==> src/rtl/layer_scheduler_if.sv <==
// Bundles the layer-control and Neuron-side signals of the layer scheduler.
// master = the scheduler itself, slave = the layer top / Neuron / bank mux side.
interface layer_scheduler_if #(
  parameter int N                 = 8,
  parameter int NUM_NEURONS       = 10,
  parameter int CLOG2_NUM_NEURONS = 4
);
  logic                         start;
  logic                         neuron_ready;
  logic [N-1:0]                 neuron_result;
  logic                         neuron_rst;
  logic                         neuron_en;
  logic [CLOG2_NUM_NEURONS-1:0] neuron_sel;
  logic [NUM_NEURONS*N-1:0]     results;
  logic                         busy;
  logic                         done;
  logic                         error;

  modport master (
    input  start, neuron_ready, neuron_result,
    output neuron_rst, neuron_en, neuron_sel, results, busy, done, error
  );

  modport slave (
    output start, neuron_ready, neuron_result,
    input  neuron_rst, neuron_en, neuron_sel, results, busy, done, error
  );
endinterface

==> src/rtl/layer_scheduler.sv <==
// Time-multiplexes a single Neuron datapath across NUM_NEURONS outputs of one
// MLP layer: clear, run until ready (watchdog-bounded), capture, next index.
module layer_scheduler #(
  parameter int N                 = 8,
  parameter int NUM_NEURONS       = 10,
  parameter int CLOG2_NUM_NEURONS = 4,
  parameter int TIMEOUT           = 16,
  parameter int CLOG2_TIMEOUT     = 4
) (
  input logic              clk,
  input logic              rst,
  layer_scheduler_if.master bus
);

  localparam logic [2:0] ST_IDLE    = 3'd0;
  localparam logic [2:0] ST_CLEAR   = 3'd1;
  localparam logic [2:0] ST_RUN     = 3'd2;
  localparam logic [2:0] ST_CAPTURE = 3'd3;
  localparam logic [2:0] ST_DONE    = 3'd4;
  localparam logic [2:0] ST_ERR     = 3'd5;

  localparam logic [CLOG2_NUM_NEURONS-1:0] SEL_LAST  = CLOG2_NUM_NEURONS'(NUM_NEURONS - 1);
  localparam logic [CLOG2_TIMEOUT-1:0]     WDOG_LAST = CLOG2_TIMEOUT'(TIMEOUT - 1);

  logic [2:0]                   state_q,   state_d;
  logic [CLOG2_NUM_NEURONS-1:0] sel_q,     sel_d;
  logic [CLOG2_TIMEOUT-1:0]     wdog_q,    wdog_d;
  logic [NUM_NEURONS*N-1:0]     results_q, results_d;
  logic                         error_q,   error_d;

  always_comb begin
    state_d   = state_q;
    sel_d     = sel_q;
    wdog_d    = wdog_q;
    results_d = results_q;
    error_d   = error_q;

    case (state_q)
      ST_IDLE: begin
        if (bus.start) begin
          state_d = ST_CLEAR;
          sel_d   = '0;
          error_d = 1'b0;
        end
      end

      ST_CLEAR: begin
        wdog_d  = '0;
        state_d = ST_RUN;
      end

      // A ready on the final watchdog cycle still counts as success.
      ST_RUN: begin
        wdog_d = wdog_q + 1'b1;
        if (bus.neuron_ready) begin
          state_d = ST_CAPTURE;
        end else if (wdog_q == WDOG_LAST) begin
          state_d = ST_ERR;
          error_d = 1'b1;
        end
      end

      ST_CAPTURE: begin
        for (int i = 0; i < NUM_NEURONS; i++) begin
          if (sel_q == CLOG2_NUM_NEURONS'(i)) begin
            results_d[i*N +: N] = bus.neuron_result;
          end
        end
        if (sel_q == SEL_LAST) begin
          state_d = ST_DONE;
        end else begin
          sel_d   = sel_q + 1'b1;
          state_d = ST_CLEAR;
        end
      end

      ST_DONE: begin
        state_d = ST_IDLE;
      end

      ST_ERR: begin
        error_d = 1'b1;
        state_d = ST_IDLE;
      end

      default: begin
        state_d = ST_IDLE;
      end
    endcase
  end

  always_ff @(posedge clk or negedge rst) begin
    if (!rst) begin
      state_q   <= ST_IDLE;
      sel_q     <= '0;
      wdog_q    <= '0;
      results_q <= '0;
      error_q   <= 1'b0;
    end else begin
      state_q   <= state_d;
      sel_q     <= sel_d;
      wdog_q    <= wdog_d;
      results_q <= results_d;
      error_q   <= error_d;
    end
  end

  // Every output comes from a flop or a pure state decode.
  assign bus.neuron_rst = (state_q == ST_CLEAR);
  assign bus.neuron_en  = (state_q == ST_RUN);
  assign bus.busy       = (state_q == ST_CLEAR) || (state_q == ST_RUN) ||
                          (state_q == ST_CAPTURE);
  assign bus.done       = (state_q == ST_DONE);
  assign bus.neuron_sel = sel_q;
  assign bus.results    = results_q;
  assign bus.error      = error_q;

endmodule
==> src/flat_wrapper.sv <==
// flat-port wrapper written by rule: the top's interface ports become plain ports
module layer_scheduler_flat 
#(
  parameter int N                 = 8,
  parameter int NUM_NEURONS       = 10,
  parameter int CLOG2_NUM_NEURONS = 4,
  parameter int TIMEOUT           = 16,
  parameter int CLOG2_TIMEOUT     = 4
)
  (clk, rst, bus_start, bus_neuron_ready, bus_neuron_result, bus_neuron_rst, bus_neuron_en, bus_neuron_sel, bus_results, bus_busy, bus_done, bus_error);
  layer_scheduler_if #(.N(N), .NUM_NEURONS(NUM_NEURONS), .CLOG2_NUM_NEURONS(CLOG2_NUM_NEURONS)) bus_i ();
  input logic clk;
  input logic rst;
  input wire logic [$bits(bus_i.start)-1:0] bus_start;
  input wire logic [$bits(bus_i.neuron_ready)-1:0] bus_neuron_ready;
  input wire logic [$bits(bus_i.neuron_result)-1:0] bus_neuron_result;
  output wire logic [$bits(bus_i.neuron_rst)-1:0] bus_neuron_rst;
  output wire logic [$bits(bus_i.neuron_en)-1:0] bus_neuron_en;
  output wire logic [$bits(bus_i.neuron_sel)-1:0] bus_neuron_sel;
  output wire logic [$bits(bus_i.results)-1:0] bus_results;
  output wire logic [$bits(bus_i.busy)-1:0] bus_busy;
  output wire logic [$bits(bus_i.done)-1:0] bus_done;
  output wire logic [$bits(bus_i.error)-1:0] bus_error;
  assign bus_i.start = bus_start;
  assign bus_i.neuron_ready = bus_neuron_ready;
  assign bus_i.neuron_result = bus_neuron_result;
  assign bus_neuron_rst = bus_i.neuron_rst;
  assign bus_neuron_en = bus_i.neuron_en;
  assign bus_neuron_sel = bus_i.neuron_sel;
  assign bus_results = bus_i.results;
  assign bus_busy = bus_i.busy;
  assign bus_done = bus_i.done;
  assign bus_error = bus_i.error;
  layer_scheduler #(.N(N), .NUM_NEURONS(NUM_NEURONS), .CLOG2_NUM_NEURONS(CLOG2_NUM_NEURONS), .TIMEOUT(TIMEOUT), .CLOG2_TIMEOUT(CLOG2_TIMEOUT)) u_core (.clk(clk), .rst(rst), .bus(bus_i));
endmodule
==> config.mk <==
export PLATFORM = sky130hd
export DESIGN_NAME = layer_scheduler_flat
export DESIGN_NICKNAME = d
export VERILOG_FILES = /design/src/rtl/layer_scheduler_if.sv /design/src/rtl/layer_scheduler.sv /design/src/flat_wrapper.sv
export SDC_FILE = /design/constraint.sdc
export NUM_CORES = 1
export LEC_CHECK = 0
export CORE_ASPECT_RATIO = 1.2
export CORE_MARGIN = 2
export CORE_UTILIZATION = 44
export CTS_CLUSTER_SIZE = 12
export DETAILED_ROUTE_END_ITERATION = 6
export PLACE_DENSITY = 0.82
export RECOVER_POWER = 25
export SLEW_MARGIN = 20
export SYNTH_ARGS = -nofsm -noshare
export SYNTH_HDL_FRONTEND = slang
export SYNTH_SLANG_ARGS = --single-unit
==> constraint.sdc <==
create_clock -name clk -period 1.9 [get_ports clk]
set_clock_uncertainty 0.1 [all_clocks]
set_input_delay 0.285 -clock clk [delete_from_list [all_inputs] [get_ports clk]]
set_output_delay 0.285 -clock clk [all_outputs]
set_load 0.005 [all_outputs]
==> results of run 1 <==
[area by class of cell]
type                            count  area, um2
Tap cell                          117        146
Multi-Input combinational cell    144       1520
Timing Repair Buffer              130       1270
Clock inverter                      6       72.6
Inverter                            5       18.8
Fill cell                         678       3150
Clock buffer                       10        128
Sequential cell                    92       2310
[how the worst max path moves through the flow]
stage                        startpoint                      to  cells after the start
2_1_floorplan  u_core.bus.neuron_sel[1]  u_core.bus.results[10]                      6
3_3_place_gp   u_core.bus.neuron_sel[1]  u_core.bus.results[13]                      5
3_5_place_dp   u_core.bus.neuron_sel[1]  u_core.bus.results[14]                      5
4_1_cts               u_core.state_q[0]           bus_neuron_en                      4
5_1_grt                             rst  u_core.bus.results[12]                      3
6_report       u_core.bus.neuron_sel[0]   u_core.bus.results[5]                      6
[routing by layer]
layer	track usage (%)	wire [um]	vias up	share of wire (%)
met3	6.51	594	9	6.4
met2	33.8	4630	77	50
li1	-	-	1170	-
met5	0	0	-	0
met4	4.84	102	0	1.1
met1	25.3	3900	1326	42
[sequential cells by signal (all words and copies together), names as in the netlist]
signal / count
u_core.bus.results: 80
u_core.bus.neuron_sel: 4
u_core.wdog_q: 4
u_core.state_q: 3
u_core.bus.error: 1
[report_power, final]
group,internal [W],leakage [nW],switching [W]
combinational,0.00270,1.20,0.00132
clock,0.000620,0.0971,0.000697
sequential,0.00283,1.15,0.000576
total,0.00616,2.45,0.00259
[cell usage after synthesis (2+ instances only)]
| cell type | number | area share (%) |
|---|---|---|
| sky130_fd_sc_hd__inv_1 | 5 | 0.48 |
| sky130_fd_sc_hd__o21ai_0 | 4 | 0.51 |
| sky130_fd_sc_hd__o22ai_1 | 2 | 0.32 |
| sky130_fd_sc_hd__nor3_1 | 2 | 0.26 |
| sky130_fd_sc_hd__nor2_2 | 4 | 0.64 |
| sky130_fd_sc_hd__buf_4 | 2 | 0.38 |
| sky130_fd_sc_hd__nand3_1 | 2 | 0.26 |
| sky130_fd_sc_hd__a21oi_1 | 2 | 0.26 |
| sky130_fd_sc_hd__nor2b_1 | 3 | 0.48 |
| sky130_fd_sc_hd__mux2_2 | 66 | 19 |
| sky130_fd_sc_hd__nand2b_1 | 3 | 0.48 |
| sky130_fd_sc_hd__mux2_4 | 16 | 6.1 |
| sky130_fd_sc_hd__a22o_1 | 2 | 0.45 |
| sky130_fd_sc_hd__buf_2 | 4 | 0.51 |
| sky130_fd_sc_hd__nand4b_4 | 2 | 1.2 |
| sky130_fd_sc_hd__or3_1 | 2 | 0.32 |
| sky130_fd_sc_hd__buf_6 | 3 | 0.86 |
| sky130_fd_sc_hd__o211ai_1 | 2 | 0.38 |
| sky130_fd_sc_hd__buf_1 | 8 | 0.77 |
| sky130_fd_sc_hd__nand2_1 | 3 | 0.29 |
| sky130_fd_sc_hd__dfrtp_1 | 92 | 59 |
| sky130_fd_sc_hd__nor2_1 | 4 | 0.38 |
| sky130_fd_sc_hd__ha_1 | 5 | 1.6 |
[stage by stage]
| stage | total power, W | worst slack, ns | setup TNS [ns] | hold WS [ns] | std cells |
|---|---|---|---|---|---|
| after floorplan | 0.00505 | 0.0251 | 0 | -0.111 | 260 |
| after global placement | 0.00720 | 0.0156 | 0 | 0.0927 | 481 |
| after detailed placement | 0.00737 | -0.0425 | -0.313 | 0.0917 | 481 |
| after CTS | 0.00882 | 0.00283 | 0 | 0.239 | 504 |
| after global routing | 0.00929 | -0.0132 | -0.0931 | 0.245 | 504 |
| final | 0.00875 | 0.0632 | 0 | 0.236 | 504 |
[cell usage in the layout (no fill, tap or decap), drive strengths merged, types with 2 or more instances in the layout]
| cell type | instances |
|---|---|
| clkdlybuf4s50 | 95 |
| dfrtp | 92 |
| mux2 | 82 |
| buf | 29 |
| clkbuf | 12 |
| nor2 | 8 |
| inv | 6 |
| ha | 5 |
| o21ai | 4 |
| nand2 | 3 |
| nand2b | 3 |
| nor2b | 3 |
| clkinv | 3 |
| dlygate4sd2 | 3 |
| nand4b | 3 |
| nand3 | 3 |
| nor3b | 2 |
| a22o | 2 |
| o211ai | 2 |
| o22ai | 2 |
| a21oi | 2 |
| nor3 | 2 |
| or3 | 2 |
[kinds of logic (layout without fill, tap and decap cells)]
kind of cell | count (synthesis) | in the layout
AOI/OAI and AO/OA | 20 | 20
xor gates and xnor gates | 1 | 1
DFF | 92 | 92
adders and majority gates | 5 | 5
and+or+nand+nor | 35 | 35
buffers and inverters | 24 | 151
muxes | 83 | 83
[critical path, stage by stage (launching register included)]
cell and delay, ns:
sky130_fd_sc_hd__dfrtp_1 0.42, sky130_fd_sc_hd__inv_2 0.11, sky130_fd_sc_hd__ha_1 0.17, sky130_fd_sc_hd__nand4b_2 0.13, sky130_fd_sc_hd__or3_1 0.34, sky130_fd_sc_hd__buf_6 0.16, sky130_fd_sc_hd__mux2_4 0.30
[what timing repair did]
action,4_1_cts,5_1_grt
pin swaps,0,1
hold buffers,1,0
endpoints found under the hold margin,19,0
setup endpoints to repair,19,39
cloned,0,0
resized for setup,16,8
buffers inserted,6,0
==> metrics.log, run 1 <==
[metrics] share of the clock period used by the worst path after layout: between 90% and 100%
[metrics] Fin. Hold Viols: 0
[metrics] outcome: complete, no violations
[metrics] via count of the first global-routing pass: about 2800
[metrics] slew margin rel.: 35.4%
[metrics] multiplexer area fraction after synthesis: between 20% and 30%
[metrics] proportion of layout cells with a drive suffix above 1: approximately 39%
[metrics] number of maximum-capacitance constraint violations: 0
[metrics] Post-DP HPWL: ~6.5 mm
[metrics] GP Congestion: 0.940
[metrics] clock slew seen by the registers of the worst setup and hold paths: around 0.09 ns
[metrics] via/cell ratio: ~5.1
[metrics] main combinational cell family by area after synthesis: multiplexers
[metrics] Horiz. Die Dim: 90.1 um
[metrics] distinct cell type count after synthesis: 45
[metrics] wire per inst: around 18 um
[metrics] category of the critical setup timing path: reg2reg
[metrics] complex-gate fraction of the synthesized area: 3.65%
[metrics] cell count after synthesis: 260
[metrics] Reg2Reg Launch Point: u_core.bus.neuron_sel[0]
[metrics] number of register bits inferred by synthesis: between 90 and 100
[metrics] total number of placement rows: 37
[metrics] initial antenna violation count: 0
[metrics] Post-DP Area: slightly above 5000 um2
[metrics] htree depth: 3
[metrics] post-route minimum period: between 1.5 and 2 ns
[metrics] clock tree sinks: a little over 90
[metrics] Final Instance Area: 5460 um2
[metrics] FF-to-FF End: u_core.bus.results[5]
[metrics] number of vias after detailed routing: ~2600
[metrics] sequential element share of the synthesized area: 58.8%
[metrics] async set or reset register ratio after synthesis: between 90% and 100%
[metrics] Critical Path End Type: register
[metrics] unrepaired setup endpoints after global routing: yes
[metrics] number of I/O pins: 101
[metrics] Worst R2R Path Depth: 6
[metrics] TritonCTS buffer count: 9
[metrics] dominant register cell in the synthesized netlist: sky130_fd_sc_hd__dfrtp_1
[metrics] transition time of the tightest slew-check pin: roughly 0.97 ns
[metrics] Crit path required time: between 2 and 2.5 ns
[metrics] Chip Height: around 110 um
[metrics] leakage power: between 2 and 2.5 nW
[metrics] type of element launching the critical path: register
[metrics] post-synthesis adder-cell area fraction: 1.60%
[metrics] max frequency: between 500 and 600 MHz
[metrics] average instance area after synthesis: between 15 and 20 um2
[metrics] layout-stage area growth over the synthesis result: 39.6%
[metrics] warning count from the yosys run: 0
[metrics] basic-gate share of the synthesized area counting and, or, nand and nor cells: about 7.1%
[metrics] starting density of the core: 45.4%
[metrics] violation count after the first detailed-route iteration: 81
[metrics] root buffer cell: sky130_fd_sc_hd__clkbuf_8
[metrics] Tot GR Track Use: between 20% and 30%
[metrics] Max Buffers Root-to-Sink: 2
[metrics] Core Util, Final: roughly 63%
[metrics] Synth Net Count: roughly 280
[metrics] max-slew violation count: 0
[metrics] clock tree from TritonCTS: built
[metrics] core outline area: 8610 um2
[metrics] largest fanout of any net on the critical path: 8
[metrics] Post-DRT Antenna Nets: 0
[metrics] largest net degree at the start of global routing: 41
[metrics] Worst Hold Class: in2async
[metrics] DRC errors left: 0
[metrics] Total Routed Length: about 9 mm
[metrics] VDD IR max: between 0.0008 and 0.0009 V
[metrics] global route overflow: 0
[metrics] combined area of all synthesized cells: between 3000 and 4000 um2
[metrics] final net count: about 400
[metrics] wire length of the first global-routing pass: approximately 15 mm
[metrics] number of search-and-repair iterations in the first detailed-routing pass: 4
[metrics] number of diodes added for antenna fixing: 0
[metrics] area enclosed by the die boundary: 9670 um2
[metrics] xor and xnor area share after synthesis: less than 1%
[metrics] number of flops mapped to enable cells by yosys: 0
[metrics] Data arrival, critical path: between 1.5 and 2 ns
[metrics] final number of setup-violating endpoints: 0
[metrics] flop-to-flop setup slack: 0.06 ns
[metrics] later-pin clock latency in the skew report: between 0.3 and 0.4 ns
[metrics] Port Buf Inserts: 100
[metrics] power per cell area: approximately 1600 nW/um2
(Power assumes the default switching activity.)
==> run 2, diff against run 1 <==
CORE_UTILIZATION = 40   (was 44)
PLACE_DENSITY = 0.74   (was 0.82)
SLEW_MARGIN = unset   (was 20)
clock period = 1.83 ns   (was 1.9 ns; I/O delays follow)
==> metrics.log, run 2 (same netlist as run 1, synthesis figures left out) <==
[metrics] transition time of the tightest slew-check pin: 0.784 ns (was 0.969 ns)
[metrics] violation count after the first detailed-route iteration: 112 (was 81)
[metrics] Tot GR Track Use: 18.7% (was 20.1%)
[metrics] worst-case hold slack: 0.405 ns (was 0.236 ns)
[metrics] power per cell area: 1700 nW/um2 (was 1600 nW/um2)
[metrics] via/cell ratio: 4.98 (was 5.12)
[metrics] Total Routed Length: 9.42 mm (was 9.23 mm)
[metrics] Critical Path End Type: register (unchanged)
[metrics] max-slew violation count: 0 (unchanged)
[metrics] post-route minimum period: 1.83 ns (was 1.84 ns)
[metrics] largest net degree at the start of global routing: 41 (unchanged)
[metrics] GP Congestion: 0.822 (was 0.940)
[metrics] largest fanout of any net on the critical path: 8 (unchanged)
[metrics] non-filler instance count after layout: 520 (was 504)
[metrics] number of maximum-capacitance constraint violations: 0 (unchanged)
[metrics] met3 routing resource usage after global routing: 3.29% (was 6.51%)
[metrics] clock tree from TritonCTS: built (unchanged)
[metrics] later-pin clock latency in the skew report: 0.33 ns (was 0.35 ns)
[metrics] VDD IR max: 0.000831 V (was 0.000820 V)
[metrics] slew margin rel.: 47.7% (was 35.4%)
[metrics] number of diodes added for antenna fixing: 0 (unchanged)
[metrics] Max Buffers Root-to-Sink: 2 (unchanged)
[metrics] max frequency: 546 MHz (was 544 MHz)
[metrics] total instance count after detailed placement: 491 (was 481)
[metrics] DRC errors left: 0 (unchanged)
[metrics] TritonCTS buffer count: 9 (unchanged)
[metrics] initial antenna violation count: 0 (unchanged)
[metrics] Horiz. Die Dim: 94.3 um (was 90.1 um)
[metrics] wire per inst: 18.1 um (was 18.3 um)
[metrics] final net count: 409 (was 399)
[metrics] Post-DRT Antenna Nets: 0 (unchanged)
[metrics] htree depth: 3 (unchanged)
[metrics] clock tree sinks: 92 (unchanged)
[metrics] leakage power: 2.57 nW (was 2.45 nW)
[metrics] Worst Hold Class: reg2reg (was in2async)
[metrics] total number of placement rows: 39 (was 37)
[metrics] fill cell total of the finished layout: 768 (was 678)
[metrics] layout-stage area growth over the synthesis result: 46.3% (was 39.6%)
[metrics] number of search-and-repair iterations in the first detailed-routing pass: 4 (unchanged)
[metrics] GR met2 Demand/Resource: 29.9% (was 33.8%)
[metrics] outcome: finished, violations left (was complete, no violations)
[metrics] layer with the highest usage: met2 (unchanged)
[metrics] global route overflow: 0 (unchanged)
[metrics] wire length of the first global-routing pass: 15.0 mm (was 15.1 mm)
[metrics] worst path setup slack after routing: -0.00103 ns (was 0.0632 ns)
[metrics] core outline area: 9520 um2 (was 8610 um2)
[metrics] number of vias after detailed routing: 2591 (was 2582)
[metrics] most common cell after layout, fill and taps aside: sky130_fd_sc_hd__clkdlybuf4s50_1 (unchanged)
[metrics] Data arrival, critical path: 1.95 ns (was 1.98 ns)
[metrics] met1 Usage GRT: 25.4% (was 25.3%)
[metrics] unrepaired setup endpoints after global routing: yes (unchanged)
[metrics] Crit path required time: 1.95 ns (was 2.05 ns)
[metrics] Port Buf Inserts: 100 (unchanged)
[metrics] Post-DP HPWL: 6.36 mm (was 6.55 mm)
[metrics] Fin. Hold Viols: 0 (unchanged)
[metrics] number of I/O pins: 101 (unchanged)
[metrics] clock slew seen by the registers of the worst setup and hold paths: 0.06 ns (was 0.09 ns)
[metrics] Chip Height: 112 um (was 107 um)
[metrics] violations in the final reports: negative setup slack
[metrics] PnR Total Power: 0.00973 W (was 0.00875 W)
[metrics] leading cell types in the layout, fill and taps excluded: 95 x sky130_fd_sc_hd__clkdlybuf4s50_1, 87 x sky130_fd_sc_hd__dfrtp_1, 59 x sky130_fd_sc_hd__mux2_2 (was 95 x sky130_fd_sc_hd__clkdlybuf4s50_1, 87 x sky130_fd_sc_hd__dfrtp_1, 66 x sky130_fd_sc_hd__mux2_2)
[metrics] type of element launching the critical path: register (unchanged)
[metrics] category of the critical setup timing path: reg2reg (unchanged)
[metrics] proportion of layout cells with a drive suffix above 1: 39.8% (was 38.5%)
[metrics] root buffer cell: sky130_fd_sc_hd__clkbuf_16 (was sky130_fd_sc_hd__clkbuf_8)
[metrics] area enclosed by the die boundary: 10600 um2 (was 9670 um2)
[metrics] share of the clock period used by the worst path after layout: 100% (was 96.7%)
[metrics] Core Util, Final: 60.2% (was 63.4%)
[metrics] final number of setup-violating endpoints: 1 (was 0)
[metrics] starting density of the core: 41.1% (was 45.4%)
[metrics] via count of the first global-routing pass: 2727 (was 2815)
[metrics] flip-flop count of the largest register after layout: 80 (unchanged)
[metrics] area of combinational cells with multiple inputs: 1580 um2 (was 1520 um2)
[metrics] register cell area after layout: 2310 um2 (unchanged)
run 2: changes by cell type in the layout (fill, tap and decap cells not counted), moves of 2 or more:
cell / previous run / this run
sky130_fd_sc_hd__buf_4: 22 / 26
sky130_fd_sc_hd__buf_6: 2 / 7
sky130_fd_sc_hd__clkbuf_16: 0 / 9
sky130_fd_sc_hd__clkbuf_8: 9 / 3
sky130_fd_sc_hd__clkinv_4: 3 / 0
sky130_fd_sc_hd__mux2_2: 66 / 59
sky130_fd_sc_hd__mux2_4: 16 / 23
sky130_fd_sc_hd__nor2_2: 3 / 1
sky130_fd_sc_hd__nor2_4: 2 / 4
run 2: layout make-up:
type / count / area share, %
sequential: 92 / 40.3
multi-input combinational: 144 / 27.5
timing repair buffer: 140 / 24.0
clock buffer: 13 / 4.72
tap: 123 / 2.69
inverter: 5 / 0.372
clock inverter: 3 / 0.350
run 2: per-layer routing:
metal | vias to the layer above | wire, um
li1 | 1188 | -
met3 | 9 | 393
met1 | 1327 | 4190
met5 | - | 0
met4 | 0 | 116
met2 | 67 | 4720
run 2: timing repair:
action | CTS | global route
endpoints found under the setup margin | 11 | 74
buffers inserted | 7 | 5
gates resized for setup | 16 | 20
endpoints found under the hold margin | 28 | 0
hold buffers | 1 | 0
pin swaps | 2 | 2
run 2: metrics by stage:
| stage | setup TNS (ns) | area, um2 | setup slack (ns) |
|---|---|---|---|
| finish | -0.00103 | 5720 | -0.00103 |
| global placement | 0 | 5230 | 0.0416 |
| CTS | 0 | 5630 | 0.00337 |
| floorplan | -0.0832 | 3920 | -0.0104 |
| global route | -1.34 | 5720 | -0.0667 |
| detailed placement | 0 | 5230 | 0.00385 |
run 2: where the power goes:
part / switching, W / internal, W / leakage (nW)
registers: 0.000580 / 0.00295 / 1.15
logic: 0.00145 / 0.00299 / 1.28
clock network: 0.000741 / 0.00103 / 0.138
run 2: final timing paths:
kind                       slack (ns)                endpoint  cells after the start                      from
hold / removal                   0.40  u_core.bus.results[33]                      1    u_core.bus.results[33]
setup reg to reg               -0.001   u_core.bus.results[1]                      6  u_core.bus.neuron_sel[0]
hold reg to reg                  0.40  u_core.bus.results[33]                      1    u_core.bus.results[33]
max in group asynchronous        0.35  u_core.bus.results[40]                      3                       rst
min in group asynchronous        0.45        u_core.wdog_q[0]                      2                       rst
setup / recovery               -0.001   u_core.bus.results[1]                      6  u_core.bus.neuron_sel[0]
run 2: worst max-delay path: stages, from the launching register on:
cell and delay [ns]:
sky130_fd_sc_hd__dfrtp_2 0.45, sky130_fd_sc_hd__inv_4 0.09, sky130_fd_sc_hd__ha_1 0.16, sky130_fd_sc_hd__nand4b_2 0.12, sky130_fd_sc_hd__or3_1 0.33, sky130_fd_sc_hd__buf_6 0.16, sky130_fd_sc_hd__mux2_4 0.30
==> run 3, diff against run 2 <==
CELL_PAD_IN_SITES_DETAIL_PLACEMENT = 0   (was unset)
CELL_PAD_IN_SITES_GLOBAL_PLACEMENT = 1   (was unset)
CORE_UTILIZATION = 39   (was 40)
PLACE_DENSITY = 0.85   (was 0.74)
SETUP_SLACK_MARGIN = 0.3   (was unset)
SKIP_LAST_GASP = 1   (was unset)
==> metrics.log, run 3 (same netlist as run 1, synthesis figures left out) <==
[metrics] outcome: finished, violations left (unchanged)
[metrics] violations in the final reports: negative setup slack (unchanged)
[metrics] worst path setup slack after routing: -0.00307 ns (was -0.00103 ns)
[metrics] leading cell types in the layout, fill and taps excluded: 86 x sky130_fd_sc_hd__dfrtp_1, 80 x sky130_fd_sc_hd__dlygate4sd2_1, 58 x sky130_fd_sc_hd__mux2_4 (was 95 x sky130_fd_sc_hd__clkdlybuf4s50_1, 87 x sky130_fd_sc_hd__dfrtp_1, 59 x sky130_fd_sc_hd__mux2_2)
[metrics] Hold Path Sink: u_core.bus.results[49] (was u_core.bus.results[33])
[metrics] number of vias after detailed routing: 2828 (was 2591)
[metrics] Post-DP HPWL: 6.50 mm (was 6.36 mm)
[metrics] Tot GR Track Use: 20.6% (was 18.7%)
[metrics] number of I/O pins: 101 (unchanged)
[metrics] wire per inst: 19.3 um (was 18.1 um)
[metrics] FF-to-FF End: u_core.bus.results[18] (was u_core.bus.results[1])
[metrics] initial antenna violation count: 0 (unchanged)
[metrics] Reg2Reg Launch Point: u_core.state_q[2] (was u_core.bus.neuron_sel[0])
[metrics] Chip Height: 114 um (was 112 um)
[metrics] Data arrival, critical path: 1.96 ns (was 1.95 ns)
[metrics] violation count after the first detailed-route iteration: 62 (was 112)
[metrics] area of combinational cells with multiple inputs: 1820 um2 (was 1580 um2)
[metrics] slew margin rel.: 35.2% (was 47.7%)
[metrics] final net count: 454 (was 409)
[metrics] flip-flop count of the largest register after layout: 80 (unchanged)
[metrics] fill cell total of the finished layout: 747 (was 768)
[metrics] type of element launching the critical path: register (unchanged)
[metrics] htree depth: 3 (unchanged)
[metrics] Total Routed Length: 10.9 mm (was 9.42 mm)
[metrics] max-slew violation count: 0 (unchanged)
[metrics] clock tree from TritonCTS: built (unchanged)
[metrics] Port Buf Inserts: 100 (unchanged)
[metrics] via count of the first global-routing pass: 3060 (was 2727)
[metrics] Horiz. Die Dim: 95.4 um (was 94.3 um)
[metrics] clock tree sinks: 92 (unchanged)
[metrics] largest net degree at the start of global routing: 37 (was 41)
[metrics] Max Buffers Root-to-Sink: 2 (unchanged)
[metrics] wire length of the first global-routing pass: 16.7 mm (was 15.0 mm)
[metrics] number of maximum-capacitance constraint violations: 0 (unchanged)
[metrics] category of the critical setup timing path: reg2reg (unchanged)
[metrics] transition time of the tightest slew-check pin: 0.971 ns (was 0.784 ns)
[metrics] core outline area: 9910 um2 (was 9520 um2)
[metrics] root buffer cell: sky130_fd_sc_hd__clkbuf_16 (unchanged)
[metrics] share of the clock period used by the worst path after layout: 100% (about the same)
[metrics] later-pin clock latency in the skew report: 0.34 ns (was 0.33 ns)
[metrics] total number of placement rows: 40 (was 39)
[metrics] Fin. Hold Viols: 0 (unchanged)
[metrics] flop-to-flop setup slack: -0.003 ns (was -0.001 ns)
[metrics] startpoint of the worst hold path: u_core.bus.results[49] (was u_core.bus.results[33])
[metrics] Worst Hold Depth: 1 (unchanged)
[metrics] clock slew seen by the registers of the worst setup and hold paths: 0.06 ns (about the same)
[metrics] layout-stage area growth over the synthesis result: 62.5% (was 46.3%)
[metrics] unrepaired setup endpoints after global routing: yes (unchanged)
[metrics] total negative setup slack: -0.00754 ns (was -0.00103 ns)
[metrics] non-filler instance count after layout: 567 (was 520)
[metrics] number of search-and-repair iterations in the first detailed-routing pass: 4 (unchanged)
[metrics] starting density of the core: 39.5% (was 41.1%)
[metrics] leakage power: 3.21 nW (was 2.57 nW)
[metrics] global route overflow: 0 (unchanged)
[metrics] most common cell after layout, fill and taps aside: sky130_fd_sc_hd__dfrtp_1 (was sky130_fd_sc_hd__clkdlybuf4s50_1)
[metrics] power per cell area: 1670 nW/um2 (was 1700 nW/um2)
[metrics] max frequency: 546 MHz (about the same)
[metrics] VDD IR max: 0.000800 V (was 0.000831 V)
[metrics] Post-DRT Antenna Nets: 0 (unchanged)
[metrics] final number of setup-violating endpoints: 3 (was 1)
[metrics] Critical Path End Type: register (unchanged)
[metrics] post-route minimum period: 1.83 ns (about the same)
[metrics] total instance count after detailed placement: 494 (was 491)
[metrics] TritonCTS buffer count: 9 (unchanged)
[metrics] DRC errors left: 0 (unchanged)
[metrics] number of diodes added for antenna fixing: 0 (unchanged)
[metrics] area enclosed by the die boundary: 10900 um2 (was 10600 um2)
[metrics] proportion of layout cells with a drive suffix above 1: 51.0% (was 39.8%)
[metrics] Worst Hold Class: reg2reg (unchanged)
[metrics] largest fanout of any net on the critical path: 8 (unchanged)
[metrics] register cell area after layout: 2310 um2 (about the same)
[metrics] Worst R2R Path Depth: 5 (was 6)
[metrics] via/cell ratio: 4.99 (was 4.98)
[metrics] Crit path required time: 1.95 ns (about the same)
[metrics] GP Congestion: 0.841 (was 0.822)
## run 3: power by group
part / switching, W / leakage, nW / internal [W]
clock: 0.000745 / 0.158 / 0.00126
combinational: 0.00187 / 1.90 / 0.00326
sequential: 0.000537 / 1.15 / 0.00295
## run 3: through the flow
| stage | power [W] | area [um2] | setup WS, ns | util, % | hold slack [ns] |
|---|---|---|---|---|---|
| after CTS | 0.0102 | 6140 | 0.0205 | 62.0 | 0.342 |
| after global placement | 0.00767 | 5330 | -0.0187 | 53.8 | 0.163 |
| after floorplan | 0.00537 | 4010 | 0.00910 | - | -0.121 |
| after detailed placement | 0.00779 | 5330 | -0.0512 | 53.8 | 0.170 |
| final | 0.0106 | 6360 | -0.00307 | 64.1 | 0.402 |
| after global routing | 0.0112 | 6360 | -0.0856 | 64.1 | 0.425 |
## run 3: worst max-delay path by stage
stage               slack, ns                startpoint                      to  depth (start not counted)
detailed placement      -0.05         u_core.state_q[1]  u_core.bus.results[22]                          4
finish                 -0.003         u_core.state_q[2]  u_core.bus.results[18]                          5
CTS                      0.02         u_core.state_q[2]  u_core.bus.results[18]                          5
global route            -0.09         u_core.state_q[2]  u_core.bus.results[21]                          5
floorplan               0.009  u_core.bus.neuron_sel[0]   u_core.bus.results[0]                          6
global placement        -0.02         u_core.state_q[0]  u_core.bus.results[19]                          4
## run 3: cell type report
cell class	instances	share of cell area, %
Sequential cell	92	36.3
Multi-Input combinational cell	144	28.7
Timing Repair Buffer	185	27.0
Clock buffer	11	3.98
Tap cell	126	2.48
Clock inverter	4	1.14
Inverter	5	0.335
## run 3: what timing repair did
item,CTS,global route
hold endpoints to repair,34,0
cloned,0,0
setup endpoints to repair,179,98
resized for setup,161,36
hold buffers,1,0
buffers inserted,48,9
pin swaps,11,9
## run 3: critical path, stage by stage (launching register included)
cell and delay, ns:
sky130_fd_sc_hd__dfrtp_2 0.43, sky130_fd_sc_hd__buf_6 0.14, sky130_fd_sc_hd__and3b_2 0.29, sky130_fd_sc_hd__nor4bb_4 0.24
sky130_fd_sc_hd__buf_6 0.20, sky130_fd_sc_hd__mux2_4 0.31
## run 3: layer usage
layer / global-route usage [%] / vias up / wire length [um]
met5: 0 / - / 0
met4: 8.29 / 0 / 308
met2: 34.7 / 75 / 5750
li1: - / 1277 / -
met1: 25.6 / 1453 / 4490
met3: 4.56 / 23 / 392
